[src/rtl/add_seq.sv]
// add_seq: multi-cycle adder/subtractor that adds CHUNK bits per clock, LSB chunk first
// Ports:
//   clk              rising-edge clock
//   rst              asynchronous active-high reset
//   start_i          request, accepted in IDLE or DONE, ignored in BUSY
//   sub_i            0: a+b+cin, 1: a-b (cin ignored)
//   a_i, b_i, cin_i  operands, latched on an accepted start
//   busy_o           high while the chunks are being added
//   done_o           one-cycle pulse when a new result is presented
//   sum_o, cout_o    result and carry out of the MSB (sub: 1 = no borrow), held until next completion
//   overflow_o       signed overflow of the last completed operation
module add_seq #(
   parameter int WIDTH = 32,
   parameter int CHUNK = 8
) (
   input  logic             clk,
   input  logic             rst,
   input  logic             start_i,
   input  logic             sub_i,
   input  logic [WIDTH-1:0] a_i,
   input  logic [WIDTH-1:0] b_i,
   input  logic             cin_i,
   output logic             busy_o,
   output logic             done_o,
   output logic [WIDTH-1:0] sum_o,
   output logic             cout_o,
   output logic             overflow_o
);
   localparam int NCHUNK = WIDTH / CHUNK;
   localparam int IW = NCHUNK > 1 ? $clog2(NCHUNK) : 1;
   localparam logic [IW-1:0] LAST = IW'(NCHUNK - 1);
   typedef enum logic [1:0] {IDLE, BUSY, DONE} state_t;
   state_t state_q, state_d;
   logic [IW-1:0] idx_q, idx_d;
   logic [WIDTH-1:0] a_q, a_d, b_q, b_d, part_q, part_d, part_upd, sum_q, sum_d;
   logic c_q, c_d, cout_q, cout_d, ovf_q, ovf_d;
   logic [CHUNK-1:0] a_ch, b_ch;
   logic [CHUNK:0] ch_sum;
   logic accept, in_busy, finish;

   always_comb begin
      a_ch = a_q[int'(idx_q) * CHUNK +: CHUNK];
      b_ch = b_q[int'(idx_q) * CHUNK +: CHUNK];
      ch_sum = {1'b0, a_ch} + {1'b0, b_ch} + {{CHUNK{1'b0}}, c_q};
      part_upd = part_q;
      part_upd[int'(idx_q) * CHUNK +: CHUNK] = ch_sum[CHUNK-1:0];
      accept = start_i && state_q != BUSY;
      in_busy = state_q == BUSY;
      finish = in_busy && idx_q == LAST;
      state_d = accept ? BUSY : finish ? DONE : in_busy ? BUSY : IDLE;
      idx_d = accept ? '0 : in_busy ? idx_q + 1'b1 : idx_q;
      a_d = accept ? a_i : a_q;
      // subtraction is a + ~b + 1, so the inversion and the forced carry are latched up front
      b_d = accept ? (sub_i ? ~b_i : b_i) : b_q;
      c_d = accept ? (sub_i | cin_i) : in_busy ? ch_sum[CHUNK] : c_q;
      part_d = in_busy ? part_upd : part_q;
      sum_d = finish ? part_upd : sum_q;
      cout_d = finish ? ch_sum[CHUNK] : cout_q;
      // carry into the MSB is recovered from the MSB sum bit: s = a ^ b ^ cin
      ovf_d = finish ? ch_sum[CHUNK] ^ (a_ch[CHUNK-1] ^ b_ch[CHUNK-1] ^ ch_sum[CHUNK-1]) : ovf_q;
   end

   always_ff @(posedge clk or posedge rst) begin
      if (rst) begin
         state_q <= IDLE;
         idx_q <= '0;
         a_q <= '0;
         b_q <= '0;
         c_q <= 1'b0;
         part_q <= '0;
         sum_q <= '0;
         cout_q <= 1'b0;
         ovf_q <= 1'b0;
      end else begin
         state_q <= state_d;
         idx_q <= idx_d;
         a_q <= a_d;
         b_q <= b_d;
         c_q <= c_d;
         part_q <= part_d;
         sum_q <= sum_d;
         cout_q <= cout_d;
         ovf_q <= ovf_d;
      end
   end

   assign busy_o = state_q == BUSY;
   assign done_o = state_q == DONE;
   assign sum_o = sum_q;
   assign cout_o = cout_q;
   assign overflow_o = ovf_q;
endmodule
[config.mk]
export PLATFORM = sky130hd
export DESIGN_NAME = add_seq
export DESIGN_NICKNAME = d
export VERILOG_FILES = /design/src/rtl/add_seq.sv
export SDC_FILE = /design/constraint.sdc
export NUM_CORES = 1
export LEC_CHECK = 0
export CORE_ASPECT_RATIO = 1.25
export CORE_MARGIN = 3
export CORE_UTILIZATION = 40
export CTS_BUF_LIST = sky130_fd_sc_hd__clkbuf_4 sky130_fd_sc_hd__clkbuf_8 sky130_fd_sc_hd__clkbuf_16
export DETAILED_ROUTE_END_ITERATION = 16
export GPL_ROUTABILITY_DRIVEN = 0
export GPL_TIMING_DRIVEN = 0
export SLEW_MARGIN = 20
export SYNTH_ARGS = -nofsm -noshare
export SYNTH_HDL_FRONTEND = slang
export SYNTH_SLANG_ARGS = --single-unit
[constraint.sdc]
create_clock -name clk -period 7.3 [get_ports clk]
set_input_delay 1.46 -clock clk [delete_from_list [all_inputs] [get_ports clk]]
set_output_delay 1.46 -clock clk [all_outputs]
set_load 0.01 [all_outputs]
==> summary.txt, run 1 <==
Floorplanning
  • Initial Utilization: 0.410
  • Chip width: between 100 and 150 um
  • Die span in y: about 140 um
  • Die footprint: 16,300 um2
  • Core area: 14,400 um2
  • Site row count: between 40 and 50
  • Top Ports: ~110

Drt
  • Drt via density: between 5 and 6
  • Residual DRC: 0
  • First DRT Iteration DRCs: approximately 160
  • DR pass1 iterations: 4
  • Via count: approximately 4,300
  • Mean routed wirelength per cell: roughly 19 um
  • Final ANT Viol Nets: 0
  • Total routed wirelength: between 15,000 and 20,000 um

Worst setup path
  • Arrival time at the worst endpoint: slightly above 4 ns
  • CP startpoint kind: flip-flop
  • Setup CP Type: reg -> reg
  • Slowest CP cell: o41ai_1
  • CP delay by family, top: buffers and inverters
  • Max incr delay on CP: slightly below 0.8 ns
  • Data required, critical path: about 7.6 ns
  • CP Capture Type: flip-flop
  • Critical path buffers and inverters: 2
  • Critical-path cell list: clkbuf_1 -> clkbuf_1 -> mux4_2 -> ha_1 -> a21o_2 -> o41ai_1 -> xor2_1 -> o21ai_0
  • Most used cell, CP: clkbuf_1
  • Worst-path fanout max: 10

Placement
  • Area post-placement: ~7000 um2
  • Pre-CTS setup slack: approximately 3.6 ns
  • Placed insts: approximately 800
  • Port Buf Inserts: 103
  • Post-DP HPWL: roughly 11,000 um

Job
  • Max_cap viols: 0

STA
  • Final Cycle Share: 0.518
  • RSZ-0062 raised after global routing: false
  • F_max: roughly 260 MHz
  • Pin slew with the least headroom to its limit: 0.879 ns
  • Final setup viols: 0
  • Clock skew: approximately 0.0078 ns
  • Min cycle time layout: 3.78 ns
  • Max-slew headroom: 0.410
  • Final setup TNS: 0 ns
  • Fin worst setup slack: 3.52 ns
  • Slew Limit Fails: 0
  • Final hold vios: 0

Pwr
  • VDD IR max: 0.000371 V
  • Power density over cell area: approximately 530 nW/um2
  • Total power: approximately 0.0041 W
  • LEAKAGE: between 3 and 4 nW

GRT
  • First-pass GRT wire length: 24,300 um
  • Grt total ovfl: 0
  • Total GRT Usage: 0.195
  • Vias in the first global route: about 4,700
  • Largest net degree at the start of global routing: 74
  • Initial antenna violation count: 0

Logic synthesis
  • Register area share after synthesis: 0.538
  • Post-synth top area share: 0.538
  • Synth async-reset ratio: 1.00
  • EDFF count, synth: 0
  • Cell variety after synth: 42
  • Area contributors post-synth: dfrtp_1, mux2_2, mux4_2
  • Post-Syn Area: between 5000 and 6000 um2
  • Yosys top cell by area: dfrtp_1
  • Post-Syn Instances: ~500
  • Synth warnings: 0
  • Post-Syn Nets: between 500 and 600
  • Syn_area_per_cell: ~12 um2
  • Top_reg_cell synth: dfrtp_1
  • Number of synthesized register bits: about 130

Min path
  • Hold Crit Class: reg -> reg

Clocking
  • H-tree levels: 4
  • Postcts setup bufs: 0
  • Total clock sinks: 127
  • Clock latency on the worst-skew pair: 0.41 ns
  • CTS tree: built
  • Clk root buf: clkbuf_16
  • Clock tree buffer depth: 2
  • Clock-pin slew on the worst setup and hold paths: roughly 0.06 ns
  • CTS Hold Bufs: 0
  • CTS buffer count: 17
  • Post-CTS Resized: 0

Layout
  • P&R area growth vs syn: 32.6%
  • Design Area, Final: just under 8000 um2
  • Fill cells: approximately 1,200
  • Non-filler cells, final: 809
  • Most frequent cells in the layout: dfrtp_1, clkdlybuf4s50_1, nand2_1
  • Layout Nets: ~700
  • Fraction of layout cells with a size suffix above 1: 0.168
  • N_diodes: 0
  • Commonest non-fill, non-tap cell in the layout: dfrtp_1

Status
  • Outcome: completed
worst min-delay path: stages, from the launching register on:
cell and delay, ns:
dfrtp_1 0.34, nand2_1 0.04, o21ai_0 0.06
kinds of logic after synthesis:
group | count (synthesis) | share of synthesized area
flip-flops | 127 | 0.538
XOR/XNOR | 41 | 0.0620
adder cells (fa/ha/maj) | 14 | 0.0322
multiplexers | 48 | 0.122
buffers and inverters | 39 | 0.0275
AO/OA/AOI/OAI | 113 | 0.131
AND/OR/NAND/NOR | 113 | 0.0874
synth_stat cells (2+ instances only):
| master | number |
|---|---|
| buf_1 | 2 |
| or3_1 | 2 |
| mux4_2 | 16 |
| o21ai_0 | 42 |
| a22o_1 | 31 |
| inv_2 | 3 |
| xnor2_1 | 36 |
| fa_1 | 2 |
| nand2b_1 | 2 |
| nor3b_1 | 6 |
| mux2_2 | 32 |
| nand2_1 | 55 |
| ha_1 | 12 |
| nand3b_1 | 5 |
| o21ai_1 | 3 |
| xor2_1 | 4 |
| dfrtp_1 | 127 |
| nor2_1 | 35 |
| a21oi_1 | 10 |
| clkbuf_1 | 16 |
| a31o_2 | 3 |
| a221oi_1 | 15 |
| and2_1 | 2 |
| buf_2 | 12 |
| inv_1 | 5 |
area by class of cell:
| cell class | count | area, um2 | area share |
|---|---|---|---|
| buffer | 31 | 133 | 0.0169 |
| clock buffer | 22 | 482 | 0.0615 |
| clock inverter | 10 | 159 | 0.0203 |
| inverter | 8 | 35.0 | 0.00447 |
| multi-input combinational | 329 | 2570 | 0.328 |
| sequential | 127 | 3180 | 0.405 |
| tap | 178 | 223 | 0.0284 |
| timing repair buffer | 104 | 1060 | 0.135 |
registers in the layout, summed over array words and instances, names as in the netlist:
| register | cells |
|---|---|
| a_q | 32 |
| b_q | 32 |
| sum_o | 32 |
| part_q | 24 |
| idx_q | 2 |
| state_q | 2 |
| c_q | 1 |
| cout_o | 1 |
| overflow_o | 1 |
per-stage QoR:
| stage | util | hold slack [ns] |
|---|---|---|
| floorplan | - | 0.445 |
| global placement | 0.497 | 0.459 |
| detailed placement | 0.500 | 0.470 |
| CTS | 0.544 | 0.482 |
| global route | 0.544 | 0.505 |
| finish | 0.544 | 0.482 |
worst paths after layout:
path | cells past startpoint | start | slack [ns] | end
max | 8 | idx_q[1] | 3.52 | overflow_o
min | 2 | b_q[17] | 0.48 | b_q[17]
max reg2reg | 8 | idx_q[1] | 3.52 | overflow_o
min reg2reg | 2 | b_q[17] | 0.48 | b_q[17]
max in group asynchronous | 3 | rst | 5.04 | b_q[16]
min in group asynchronous | 2 | rst | 1.53 | sum_o[2]
where the power goes:
part | leakage (nW) | internal [W] | total (W) | switching (W)
Sequential | 1.60 | 0.00100 | 0.00116 | 0.000160
Combinational | 1.45 | 0.000835 | 0.00206 | 0.00122
Clock | 0.313 | 0.000605 | 0.000914 | 0.000309
metal layers:
metal,GRT usage,wire length [um]
met1,0.229,6180
met2,0.343,7970
met3,0.0456,678
met4,0.0760,320
met5,0,0
Note: power is estimated with default switching activity, not from simulation.
==> run 2: changes to the inputs <==
- clock period: 7.3 -> 3.92 ns (I/O delays scaled with it)
==> run 2 against run 1 <==
Effect of this change: count of clock-buffer cells in the layout grew 1; via count rose by 0.47%; fmax up 1.8%; cell count up 0.25%; global-route usage shrank 0.13 points; largest power group unchanged.
==> summary.txt, run 2 (synthesis results as in run 1) <==
Status
  • Outcome: completed

Pwr
  • Switching pwr: 0.00313 W
  • Clock network power share: 0.222
  • Sw Ratio: 0.407
  • Reg power frac: 0.282
  • Power density over cell area: 977 nW/um2
  • Pint: 0.00457 W
  • LEAKAGE: roughly 3.4 nW
  • Comb power frac: 0.496
  • VDD IR max: 0.000520 V

Worst setup path
  • Setup CP Type: reg -> reg
  • Worst-path fanout max: 10
  • CP startpoint kind: flip-flop
  • CP startpoint: idx_q[1]
  • Data required, critical path: between 4 and 5 ns
  • Arrival time at the worst endpoint: roughly 4.0 ns
  • CP Capture Type: flip-flop
  • Critical R2R Launch: idx_q[1]

Clocking
  • Clk root buf: clkbuf_16
  • CTS buffer count: 17
  • Clock-pin slew on the worst setup and hold paths: 0.06 ns
  • Clock tree buffer depth: 2
  • CTS tree: built
  • CTS Hold Bufs: 0
  • Clock latency on the worst-skew pair: about 0.42 ns
  • Post-CTS Resized: 0
  • Total clock sinks: ~130
  • Postcts setup bufs: 0
  • H-tree levels: 4

Layout
  • Fraction of layout cells with a size suffix above 1: 0.171
  • Commonest non-fill, non-tap cell in the layout: dfrtp_1
  • P&R area growth vs syn: 33.3%
  • N_diodes: 0
  • Layout Nets: 703
  • Core Util, Final: 0.547
  • Most frequent cells in the layout: dfrtp_1, clkdlybuf4s50_1, nand2_1

Floorplanning
  • Initial Utilization: 0.410
  • Chip width: approximately 110 um
  • Core area: between 10,000 and 15,000 um2
  • Top Ports: around 110
  • Site row count: 49
  • Die footprint: approximately 16,000 um2
  • Die span in y: ~140 um

Placement
  • Post-DP HPWL: 11,200 um
  • Port Buf Inserts: between 100 and 150

STA
  • Clock skew: approximately 0.0075 ns
  • Pin slew with the least headroom to its limit: a little over 0.9 ns
  • F_max: 269 MHz
  • Final setup viols: 0
  • Final setup TNS: 0 ns
  • Slew Limit Fails: 0
  • Final Cycle Share: 0.948
  • Final hold vios: 0
  • Min cycle time layout: around 3.7 ns
  • Max-slew headroom: 0.390
  • RSZ-0062 raised after global routing: false

Drt
  • DR pass1 iterations: 4
  • Total routed wirelength: ~15,000 um
  • Drt via density: roughly 5.3
  • Mean routed wirelength per cell: around 18 um
  • Final ANT Viol Nets: 0
  • First DRT Iteration DRCs: between 200 and 250
  • Via count: around 4,300
  • Residual DRC: 0

Min path
  • Hold Crit Start: b_q[17]
  • Hold Crit Class: reg -> reg

GRT
  • Grt total ovfl: 0
  • Total GRT Usage: 0.193
  • Initial antenna violation count: 0
  • First-pass GRT wire length: 24,000 um
  • Vias in the first global route: ~4,500
  • Largest net degree at the start of global routing: 36

Job
  • Max_cap viols: 0
run 2: area by class of cell:
cell class	instances	area (um2)
clock inverter	9	155
fill	1252	6530
buffer	31	133
inverter	8	33.8
timing repair buffer	106	1090
tap	178	223
multi-input combinational	329	2570
clock buffer	23	495
sequential	127	3180
run 2: worst paths after layout:
| kind | end | slack (ns) | cells past startpoint |
|---|---|---|---|
| worst max register to register | overflow_o | 0.20 | 9 |
| worst min-delay path | b_q[17] | 0.48 | 2 |
| min in group asynchronous | sum_o[1] | 0.84 | 2 |
| max in group asynchronous | sum_o[14] | 2.23 | 4 |
| worst max-delay path | overflow_o | 0.20 | 9 |
| worst min register to register | b_q[17] | 0.48 | 2 |
run 2: routing by layer:
layer / vias to the layer above / global-route usage / part of all wire
met3: 26 / 0.0452 / 0.046
met1: 2143 / 0.237 / 0.41
met4: 0 / 0.0686 / 0.019
li1: 2023 / - / -
met2: 128 / 0.334 / 0.53
met5: - / 0 / 0
run 2: per-stage QoR:
step / setup slack [ns] / instance area (um2) / total power (W) / hold WS, ns / instances
2_1_floorplan: 0.870 / 5920 / 0.00465 / 0.445 / 495
3_3_place_gp: 0.262 / 7170 / 0.00594 / 0.458 / 776
3_5_place_dp: 0.237 / 7230 / 0.00607 / 0.468 / 779
4_1_cts: 0.212 / 7880 / 0.00780 / 0.481 / 811
5_1_grt: 0.0254 / 7880 / 0.00824 / 0.501 / 811
6_report: 0.203 / 7880 / 0.00770 / 0.480 / 811
run 2: power groups by stage:
stage	clock network, W	registers (W)	logic [W]
6_report	0.00171	0.00217	0.00382
5_1_grt	0.00179	0.00224	0.00421
2_1_floorplan	0	0.00215	0.00250
3_5_place_dp	0	0.00219	0.00387
3_3_place_gp	0	0.00216	0.00377
4_1_cts	0.00173	0.00218	0.00389
run 2: critical path, stage by stage, from the launching register on:
cell and delay [ns]:
dfrtp_1 0.37, clkbuf_1 0.49, clkbuf_1 0.61, mux4_2 0.45, ha_1 0.38, a21oi_1 0.21
a21oi_1 0.11, o41ai_1 0.68, xor2_1 0.19, o21ai_0 0.08
==> run 3: changes to the inputs <==
- TNS_END_PERCENT: unset -> 100
==> results of run 3 <==
Final layout, timing and power as in run 2 (identical DEF).
